<file path="config.mk">
export PLATFORM = sky130hd
export DESIGN_NAME = uart_receiver
export DESIGN_NICKNAME = d
export VERILOG_FILES = /design/src/rtl/uart_pkg.sv /design/src/rtl/uart_receiver_byte_fifo.sv /design/src/rtl/uart_receiver.sv
export SDC_FILE = /design/constraint.sdc
export NUM_CORES = 1
export LEC_CHECK = 0
export ABC_CLOCK_PERIOD_IN_PS = 2350
export BUFFER_PORTS_ARGS = -buffer_cell sky130_fd_sc_hd__buf_2
export CAP_MARGIN = 20
export CORE_MARGIN = 3
export CORE_UTILIZATION = 35
export CTS_CLUSTER_DIAMETER = 150
export CTS_CLUSTER_SIZE = 25
export DETAILED_ROUTE_END_ITERATION = 8
export PLACE_DENSITY_LB_ADDON = 0.05
export SETUP_SLACK_MARGIN = 0.15
export SKIP_CTS_REPAIR_TIMING = 1
export SLEW_MARGIN = 20
export SYNTH_ARGS = -nofsm -noshare
export SYNTH_HDL_FRONTEND = slang
export SYNTH_HIERARCHICAL = 1
export SYNTH_SLANG_ARGS = --single-unit
</file>
<file path="constraint.sdc">
create_clock -name clk -period 2.35 [get_ports clk]
set_clock_uncertainty 0.2 [all_clocks]
set_input_delay 0.235 -clock clk [delete_from_list [all_inputs] [get_ports clk]]
set_output_delay 0.235 -clock clk [all_outputs]
set_load 0.02 [all_outputs]
</file>
<file path="src/rtl/uart_pkg.sv">
// Shared UART definitions: receiver state encoding, frame width and the
// clocks-per-bit divider calculation.
package uart_pkg;

  localparam int DATA_BITS = 8;

  typedef enum logic [2:0] {
    ST_IDLE,
    ST_START,
    ST_DATA,
    ST_STOP,
    ST_BREAK
  } rx_state_t;

  // Clocks per bit, rounded to nearest.
  function automatic int calc_div(input int clk_hz, input int baud);
    return (clk_hz + baud / 2) / baud;
  endfunction

endpackage

</file>
<file path="src/rtl/uart_receiver_byte_fifo.sv">
// First-word-fall-through FIFO with extra-MSB pointers. A push into a full
// FIFO is accepted only when a pop frees a slot in the same cycle.
module byte_fifo #(
  parameter int WIDTH = 8,
  parameter int DEPTH = 4
) (
  input  logic             clk,
  input  logic             resetn,
  input  logic             push,
  input  logic [WIDTH-1:0] wdata,
  input  logic             pop,
  output logic [WIDTH-1:0] rdata,
  output logic             full,
  output logic             empty
);

  localparam int AW = $clog2(DEPTH);

  logic [AW:0]                  wr_ptr, rd_ptr;
  logic [DEPTH-1:0][WIDTH-1:0]  mem;
  logic                         do_push, do_pop;

  assign empty   = (wr_ptr == rd_ptr);
  assign full    = (wr_ptr[AW] != rd_ptr[AW]) && (wr_ptr[AW-1:0] == rd_ptr[AW-1:0]);
  assign do_pop  = pop && !empty;
  assign do_push = push && (!full || do_pop);
  // Head is forced to zero when empty so stale storage never leaks out.
  assign rdata   = empty ? '0 : mem[rd_ptr[AW-1:0]];

  // Pointer update; pointers wrap naturally through the extra MSB.
  always_ff @(posedge clk or negedge resetn) begin
    if (!resetn) begin
      wr_ptr <= '0;
      rd_ptr <= '0;
    end else begin
      if (do_push) wr_ptr <= wr_ptr + 1'b1;
      if (do_pop)  rd_ptr <= rd_ptr + 1'b1;
    end
  end

  // Storage write; no reset needed since reads are gated by empty.
  always_ff @(posedge clk) begin
    if (do_push) mem[wr_ptr[AW-1:0]] <= wdata;
  end

endmodule

</file>
<file path="src/rtl/uart_receiver.sv">
// 8N1 UART receiver: synchronises the line, samples mid-bit, checks the stop
// bit and queues bytes in a small FWFT FIFO with a valid/ready read port.
module uart_receiver
  import uart_pkg::*;
#(
  parameter int CLK_HZ     = 50_000_000,
  parameter int BAUD       = 115_200,
  parameter int FIFO_DEPTH = 4
) (
  input  logic       clk,
  input  logic       resetn,
  input  logic       uart_rx,
  output logic [7:0] rx_data,
  output logic       rx_valid,
  input  logic       rx_ready,
  output logic       frame_err,
  output logic       overrun,
  output logic       busy
);

  localparam int DIV   = calc_div(CLK_HZ, BAUD);
  localparam int HALF  = DIV / 2;
  localparam int CW    = $clog2(DIV + 1);
  localparam int BW    = $clog2(DATA_BITS);
  localparam logic [CW-1:0] DIV_M1  = CW'(DIV - 1);
  localparam logic [CW-1:0] HALF_M1 = CW'(HALF - 1);
  localparam logic [BW-1:0] LAST_BIT = BW'(DATA_BITS - 1);

  logic                 rx_meta, rxs;
  rx_state_t            state, state_n;
  logic [CW-1:0]        cnt, cnt_n;
  logic [BW-1:0]        bit_idx, bit_idx_n;
  logic [DATA_BITS-1:0] shreg, shreg_n;
  logic                 push, ferr_n, ovr_n;
  logic                 fifo_full, fifo_empty;

  // Two-flop synchroniser; idles high so reset never looks like a start bit.
  always_ff @(posedge clk or negedge resetn) begin
    if (!resetn) begin
      rx_meta <= 1'b1;
      rxs     <= 1'b1;
    end else begin
      rx_meta <= uart_rx;
      rxs     <= rx_meta;
    end
  end

  // FSM, bit counter and shift register state.
  always_ff @(posedge clk or negedge resetn) begin
    if (!resetn) begin
      state   <= ST_IDLE;
      cnt     <= '0;
      bit_idx <= '0;
      shreg   <= '0;
    end else begin
      state   <= state_n;
      cnt     <= cnt_n;
      bit_idx <= bit_idx_n;
      shreg   <= shreg_n;
    end
  end

  // Next-state logic: sample whenever the down-counter reaches zero.
  always_comb begin
    state_n   = state;
    cnt_n     = cnt;
    bit_idx_n = bit_idx;
    shreg_n   = shreg;
    push      = 1'b0;
    ferr_n    = 1'b0;
    case (state)
      ST_IDLE: begin
        if (!rxs) begin
          cnt_n   = HALF_M1;
          state_n = ST_START;
        end
      end
      ST_START: begin
        if (cnt != '0) begin
          cnt_n = cnt - 1'b1;
        end else if (rxs) begin
          state_n = ST_IDLE;
        end else begin
          cnt_n     = DIV_M1;
          bit_idx_n = '0;
          state_n   = ST_DATA;
        end
      end
      ST_DATA: begin
        if (cnt != '0) begin
          cnt_n = cnt - 1'b1;
        end else begin
          shreg_n   = {rxs, shreg[DATA_BITS-1:1]};
          cnt_n     = DIV_M1;
          bit_idx_n = bit_idx + 1'b1;
          if (bit_idx == LAST_BIT) state_n = ST_STOP;
        end
      end
      ST_STOP: begin
        if (cnt != '0) begin
          cnt_n = cnt - 1'b1;
        end else if (rxs) begin
          // Return at mid-stop so a back-to-back start edge is not missed.
          push    = 1'b1;
          state_n = ST_IDLE;
        end else begin
          ferr_n  = 1'b1;
          state_n = ST_BREAK;
        end
      end
      ST_BREAK: begin
        if (rxs) state_n = ST_IDLE;
      end
      default: state_n = ST_IDLE;
    endcase
  end

  // A byte is lost only when full and the consumer is not freeing a slot.
  assign ovr_n = push && fifo_full && !(rx_ready && !fifo_empty);

  // Registered status pulses, aligned with rx_valid rising after a push.
  always_ff @(posedge clk or negedge resetn) begin
    if (!resetn) begin
      frame_err <= 1'b0;
      overrun   <= 1'b0;
    end else begin
      frame_err <= ferr_n;
      overrun   <= ovr_n;
    end
  end

  assign busy     = (state != ST_IDLE);
  assign rx_valid = !fifo_empty;

  byte_fifo #(
    .WIDTH (DATA_BITS),
    .DEPTH (FIFO_DEPTH)
  ) u_fifo (
    .clk    (clk),
    .resetn (resetn),
    .push   (push),
    .wdata  (shreg_n),
    .pop    (rx_ready),
    .rdata  (rx_data),
    .full   (fifo_full),
    .empty  (fifo_empty)
  );

endmodule
</file>
# Word-level counts from Yosys, hierarchy flattened
# Index checks and enable logic that the tools add are counted.
# totals
out_inout_bits	12
reg_bits	65
# classes
reduce_logical	18
n_addsub	4
magnitude_cmp	3
n_eq_ne	17
muxes	33
# ops
cell	n
2-to-1 mux 9 bit	5
2-to-1 mux 8 bit	5
one-hot mux 9 bit (4 select lines)	1
bitwise mux 32 bit	1
2-to-1 mux 3 bit	10
binary-select mux 8 bit (select 2 bit)	1
demux 8 bit (select 2 bit)	1
inequality test 2 bit, second input constant	8
one-hot mux 3 bit (5 select lines)	1
adder 3 x 1 -> 3 bit, second input constant	3
nonzero test 9 bit	1
subtractor 9 x 1 -> 9 bit, second input constant	1
AND reduction 4 bit	2
equality test 3 x 2 -> 1 bit, second input constant	2
equality test 3 bit, second input constant	2
logical AND 1 bit	6
less-than comparator 2 x 3 -> 1 bit, second input constant	2
2-to-1 mux 1 bit	6
one-hot mux 3 bit (2 select lines)	1
AND reduction 6 bit	1
nonzero test 4 bit	1
equality test 3 x 1 -> 1 bit, second input constant	1
equality test 3 bit	1
zero test 1 bit	3
other kinds (9)	9

# Logic depth before layout (Yosys ltp)
# logic_depth
word_depth	5
ltp_mapped	9
mapped_depth_nobuf	9

# Cells and area by module
# The synthesis kept the hierarchy.
# by_module_without_submodules
mod	cells_each	area_per_inst_um2	instances	seq_area_each_um2
byte_fifo	85	1642.8	1	1111.1
uart_receiver	132	1448.9	1	678.2

# Worst setup path before layout
# Ideal clock, no wire load.
# synth_timing
path_kind	register to register
from	reg cnt[0]
to	reg u_fifo/mem[24] (netlist name), enable pin
required_time_ns	1.826
stages_incl_launch_ff	10
arrival_ns	1.823
path_buffers	0
setup_slack_ns	0.002
cell_sequence	dfrtp_1 -> inv_1 -> ha_1 -> nor4b_4 -> nand2_2 -> nor2_1 -> and2_1 -> and2_1 -> o41ai_1 -> inv_1
# synth_between
elab_chain_len	4
# synth_rtl
element	line_no	text
from (decl)	uart_receiver.sv:31	logic [CW-1:0] cnt, cnt_n;
from (signal assigned)	uart_receiver.sv:57	cnt <= cnt_n;
nonzero test 9 bit	uart_receiver.sv:100	if (cnt != '0) begin
2-to-1 mux 1 bit	uart_receiver.sv:100	
2-to-1 mux 1 bit	uart_receiver.sv:71	case (state)
net push	uart_receiver.sv:34	logic push, ferr_n, ovr_n;
logical AND 1 bit	uart_receiver_byte_fifo.sv:26	assign do_push = push && (!full || do_pop);
to (signal, indexed assignment)	uart_receiver_byte_fifo.sv:43	if (do_push) mem[wr_ptr[AW-1:0]] <= wdata;
to (decl)	uart_receiver_byte_fifo.sv:20	logic [DEPTH-1:0][WIDTH-1:0] mem;
# The timed path passes the listed nets, and every way through them passes these cells.
# A chain may end at the register's enable or synchronous reset.

# Final worst setup path
# layout_timing
from	reg cnt[0]
to	reg cnt[5]
# layout_between
elab_chain_len	3
word_cells_on_any_way	9
classes_between	1 x add/sub; 2 x eq/ne; 4 x mux; 2 x reduce/logical
# layout_rtl
element	line_no
subtractor 9 x 1 -> 9 bit / nonzero test 9 bit (equally long branches)	n/a
2-to-1 mux 9 bit (tied with other cells)	uart_receiver.sv:100
one-hot mux 9 bit (4 select lines) / AND reduction 4 bit (equally long branches)	n/a
# Parallel ways exist; a longest one is shown, timed or not. The select of a mux whose other input is x is not followed.

==> summary.txt <==
Placement
  – Final weighted congestion of routability-driven global placement: 0.861
  – Placed cell count: 356
  – Final HPWL DP: 4450 µm
  – Post-placement worst setup slack: -39.9 ps
  – Instance area at placement: 3510 µm²
  – Number of buffers added on ports: 15

Route
  – Average via count per standard cell: 5.15
  – Drt pass-1 iters: 4
  – Detailed-route DRC error count: 0
  – Via total after detailed routing: 1947
  – Routed wire length: 6370 µm
  – 1st-iter DRT viols: 80
  – Detailed-route wire length per cell: 16.8 µm
  – Routed Antenna Nets: 0

Floorplanning
  – Vertical die dimension: 100 µm
  – Initial Util: 36.9%
  – Count of standard-cell rows: 33
  – Placeable core region: 8380 µm²
  – Top-level port count: 16
  – Area enclosed by the die boundary: 10000 µm²
  – Die Wd: 100 µm

Job
  – Total of max-cap violations: 0

Timing
  – Final Hold Vio Count: 0
  – Setup Viol. Count Final: 0
  – Pins Over Slew Limit: 0
  – Final min period: 2300 ps
  – Unrepaired setup endpoints after global routing: true
  – Actual transition at the worst max-transition pin: 803 ps
  – Worst max-slew margin expressed relative to the limit: 46.5%
  – Final Worst Setup Slack: 47.5 ps
  – Final critical-path share of the clock period: 98.0%
  – Final hold slack: 54.7 ps
  – Maximum operating frequency: 434 MHz

Setup path
  – Worst setup path category: reg2reg
  – CP Max Fanout: 4
  – Cell chain of the critical path: inv_1 -> ha_2 -> buf_4 -> or4b_4 -> o31a_1 -> buf_4 -> a221o_1
  – Arrival time at the worst endpoint: 2330 ps
  – Kind of end point of the critical path: flip-flop
  – Most used cell along the critical path: sky130_fd_sc_hd__buf_4
  – Depth of the worst register-to-register path: 7
  – Required time of the worst setup path: 2380 ps
  – Critical Path Max Stage Delay: 470 ps
  – Reg2reg start: cnt[0]
  – Startpoint type of the worst setup path: flip-flop
  – Launching instance or port of the critical path: cnt[0]
  – Master of the slowest instance on the critical path: sky130_fd_sc_hd__or4b_4

Global routing
  – Sum of overflow across all layers after global routing: 0
  – Global-route wire length before repair: 10600 µm
  – Met3 Track Usage GR: 2.64%
  – Layer with the highest usage: met2
  – Global routing usage summed across all routing layers: 13.8%
  – Met1 demand-to-capacity share in global routing: 17.4%
  – Met2 Resource Use GR: 23.3%
  – Largest net degree at the start of global routing: 34
  – Via count of the first global-routing pass: 2012
  – Antenna violations before repair: 0

Synthesis
  – Mapped Area: 3090 µm²
  – Mean Syn Cell Area: 14.2 µm²
  – Total of flip-flops plus latches after synthesis: 65
  – Net Count, Synth: 229
  – Number of distinct library cells after synthesis: 61
  – Gate count of the mapped netlist: 217
  – Sequential fraction of the synthesis area: 57.9%
  – Prevailing post-synth register cell: sky130_fd_sc_hd__edfxtp_1
  – Total of warnings raised by yosys: 6
  – Async S/R FF share, synth: 50.8%
  – Number of enable flip-flop cells after synthesis: 32

Power
  – Part of the total power dissipated in combinational logic: 1.0%
  – Switching power share of the total: 21.9%
  – Reported net switching power: 0.475 mW
  – Share of power burned in registers: 54.9%
  – Power density of the placed cells: 568 nW/µm²
  – Static leakage power: 1.64 nW
  – Part of the power in the clock network: 44.1%
  – Worst VDD drop: 0.000336 V
  – Internal power of the cells: 1.69 mW

Cells and area
  – Share of final-layout standard cells stronger than drive strength 1: 39.9%
  – Number of inserted diodes: 0
  – Post-Layout Inst Area: 3820 µm²
  – Layout Nets: 280
  – Post-synthesis to final-layout area growth: 23.6%
  – Highest-count cells in the layout ignoring fill and taps: 32 x sky130_fd_sc_hd__edfxtp_1, 29 x sky130_fd_sc_hd__dfrtp_1, 26 x sky130_fd_sc_hd__buf_4
  – Most common cell after layout, fill and taps aside: sky130_fd_sc_hd__edfxtp_1
  – Final core utilization: 45.6%
  – Finished Layout Cells: 378

Clock tree
  – Root buffer selected by CTS: sky130_fd_sc_hd__clkbuf_8
  – Clock tree from TritonCTS: yes
  – CTS Buf Count: 9
  – Number of sinks on the clock net: 65
  – Number of buffers between clock root and the deepest sink: 2
  – Source-to-sink clock delay at the later pin of the worst-skew pair: 340 ps
  – Clock-pin slew reported for the worst setup and hold paths after clock tree synthesis: 80 ps
  – H-Tree Depth: 3

Worst hold path
  – Worst hold stages: 3
  – Path type of the worst min-delay path: in2reg
  – Hold path startpoint: rx_ready

Status
  – Outcome: completed
[cell usage after synthesis, drive strengths merged, types with 2 or more instances]
cell	instances	area share, %
edfxtp	32	31
dfrtp	31	25
nor2b	12	2.4
inv	11	1.3
mux2	10	4.4
nor2	9	1.1
ha	8	3.2
mux4	8	5.8
nand2	7	0.93
nor3	7	1.3
o21ai	6	0.97
xnor2	6	1.7
and3	5	1.0
buf	5	1.1
a21oi	4	0.65
clkbuf	3	0.36
or2	3	0.61
or3	3	0.61
or4	3	0.85
xor2	3	1.7
a21boi	2	0.49
a221o	2	0.65
a22o	2	0.57
a22oi	2	0.49
a31oi	2	0.40
and2	2	0.40
dfstp	2	1.7
nor3b	2	0.49
o21ba	2	0.65
o31ai	2	0.81
o41ai	2	0.81
[registers in the layout, indices dropped and copies added (netlist names), 3 cells and up]
signal and flops:
u_fifo/mem 32, cnt 9, shreg 8, bit_idx 3, state 3, u_fifo/rd_ptr 3, u_fifo/wr_ptr 3
[cells by family after synthesis]
kind of cell             Yosys count  synth area share, %
flip-flops                        65                 57.9
AND/OR/NAND/NOR                   59                 12.2
AO/OA/AOI/OAI                     38                 9.92
buffers and inverters             19                 2.83
multiplexers                      19                 10.5
XOR/XNOR                           9                 3.40
adder cells (fa/ha/maj)            8                 3.24
[worst max-delay path, delay by kind of cell (launching register included)]
| kind | cells | cell delay (ps) |
|---|---|---|
| AO/OA/AOI/OAI | 2 | 630 |
| buffers and inverters | 3 | 330 |
| flip-flops | 1 | 380 |
| AND/OR/NAND/NOR | 1 | 470 |
| adder cells (fa/ha/maj) | 1 | 180 |
[routing by layer]
layer / vias up / share of wire, %
li1: 923 / -
met1: 986 / 44
met2: 31 / 51
met3: 7 / 3.0
met4: 0 / 1.3
met5: - / 0
[cell type report]
| cell class | count | area [µm²] |
|---|---|---|
| Inverter | 11 | 43.8 |
| Clock inverter | 7 | 77.6 |
| Fill cell | 755 | 4560 |
| Sequential cell | 65 | 1790 |
| Multi-Input combinational cell | 133 | 1270 |
| Clock buffer | 9 | 124 |
| Tap cell | 105 | 131 |
| Timing Repair Buffer | 48 | 377 |
[final timing paths]
check                                   end  slack (ps)
max                                  cnt[5]          50
max reg2reg                          cnt[5]          50
min in group asynchronous          shreg[2]         310
min reg2reg                             rxs         160
max in group asynchronous  u_fifo/wr_ptr[0]        1070
min                        u_fifo/rd_ptr[0]          50
[stage by stage]
stage / power (mW) / setup TNS [ps]
5_1_grt: 2.27 / -134
3_5_place_dp: 1.24 / -768
6_report: 2.17 / 0
3_3_place_gp: 1.23 / 0
4_1_cts: 2.21 / -1350
2_1_floorplan: 1.22 / 0
[power groups by stage]
| stage | combinational, mW | sequential [mW] | clock, mW |
|---|---|---|---|
| floorplan | 0.00471 | 1.21 | 0 |
| global placement | 0.0197 | 1.21 | 0 |
| detailed placement | 0.0205 | 1.21 | 0 |
| CTS | 0.0205 | 1.19 | 1.00 |
| global route | 0.0256 | 1.19 | 1.06 |
| finish | 0.0216 | 1.19 | 0.957 |
Power figures use the tool's default switching activity.
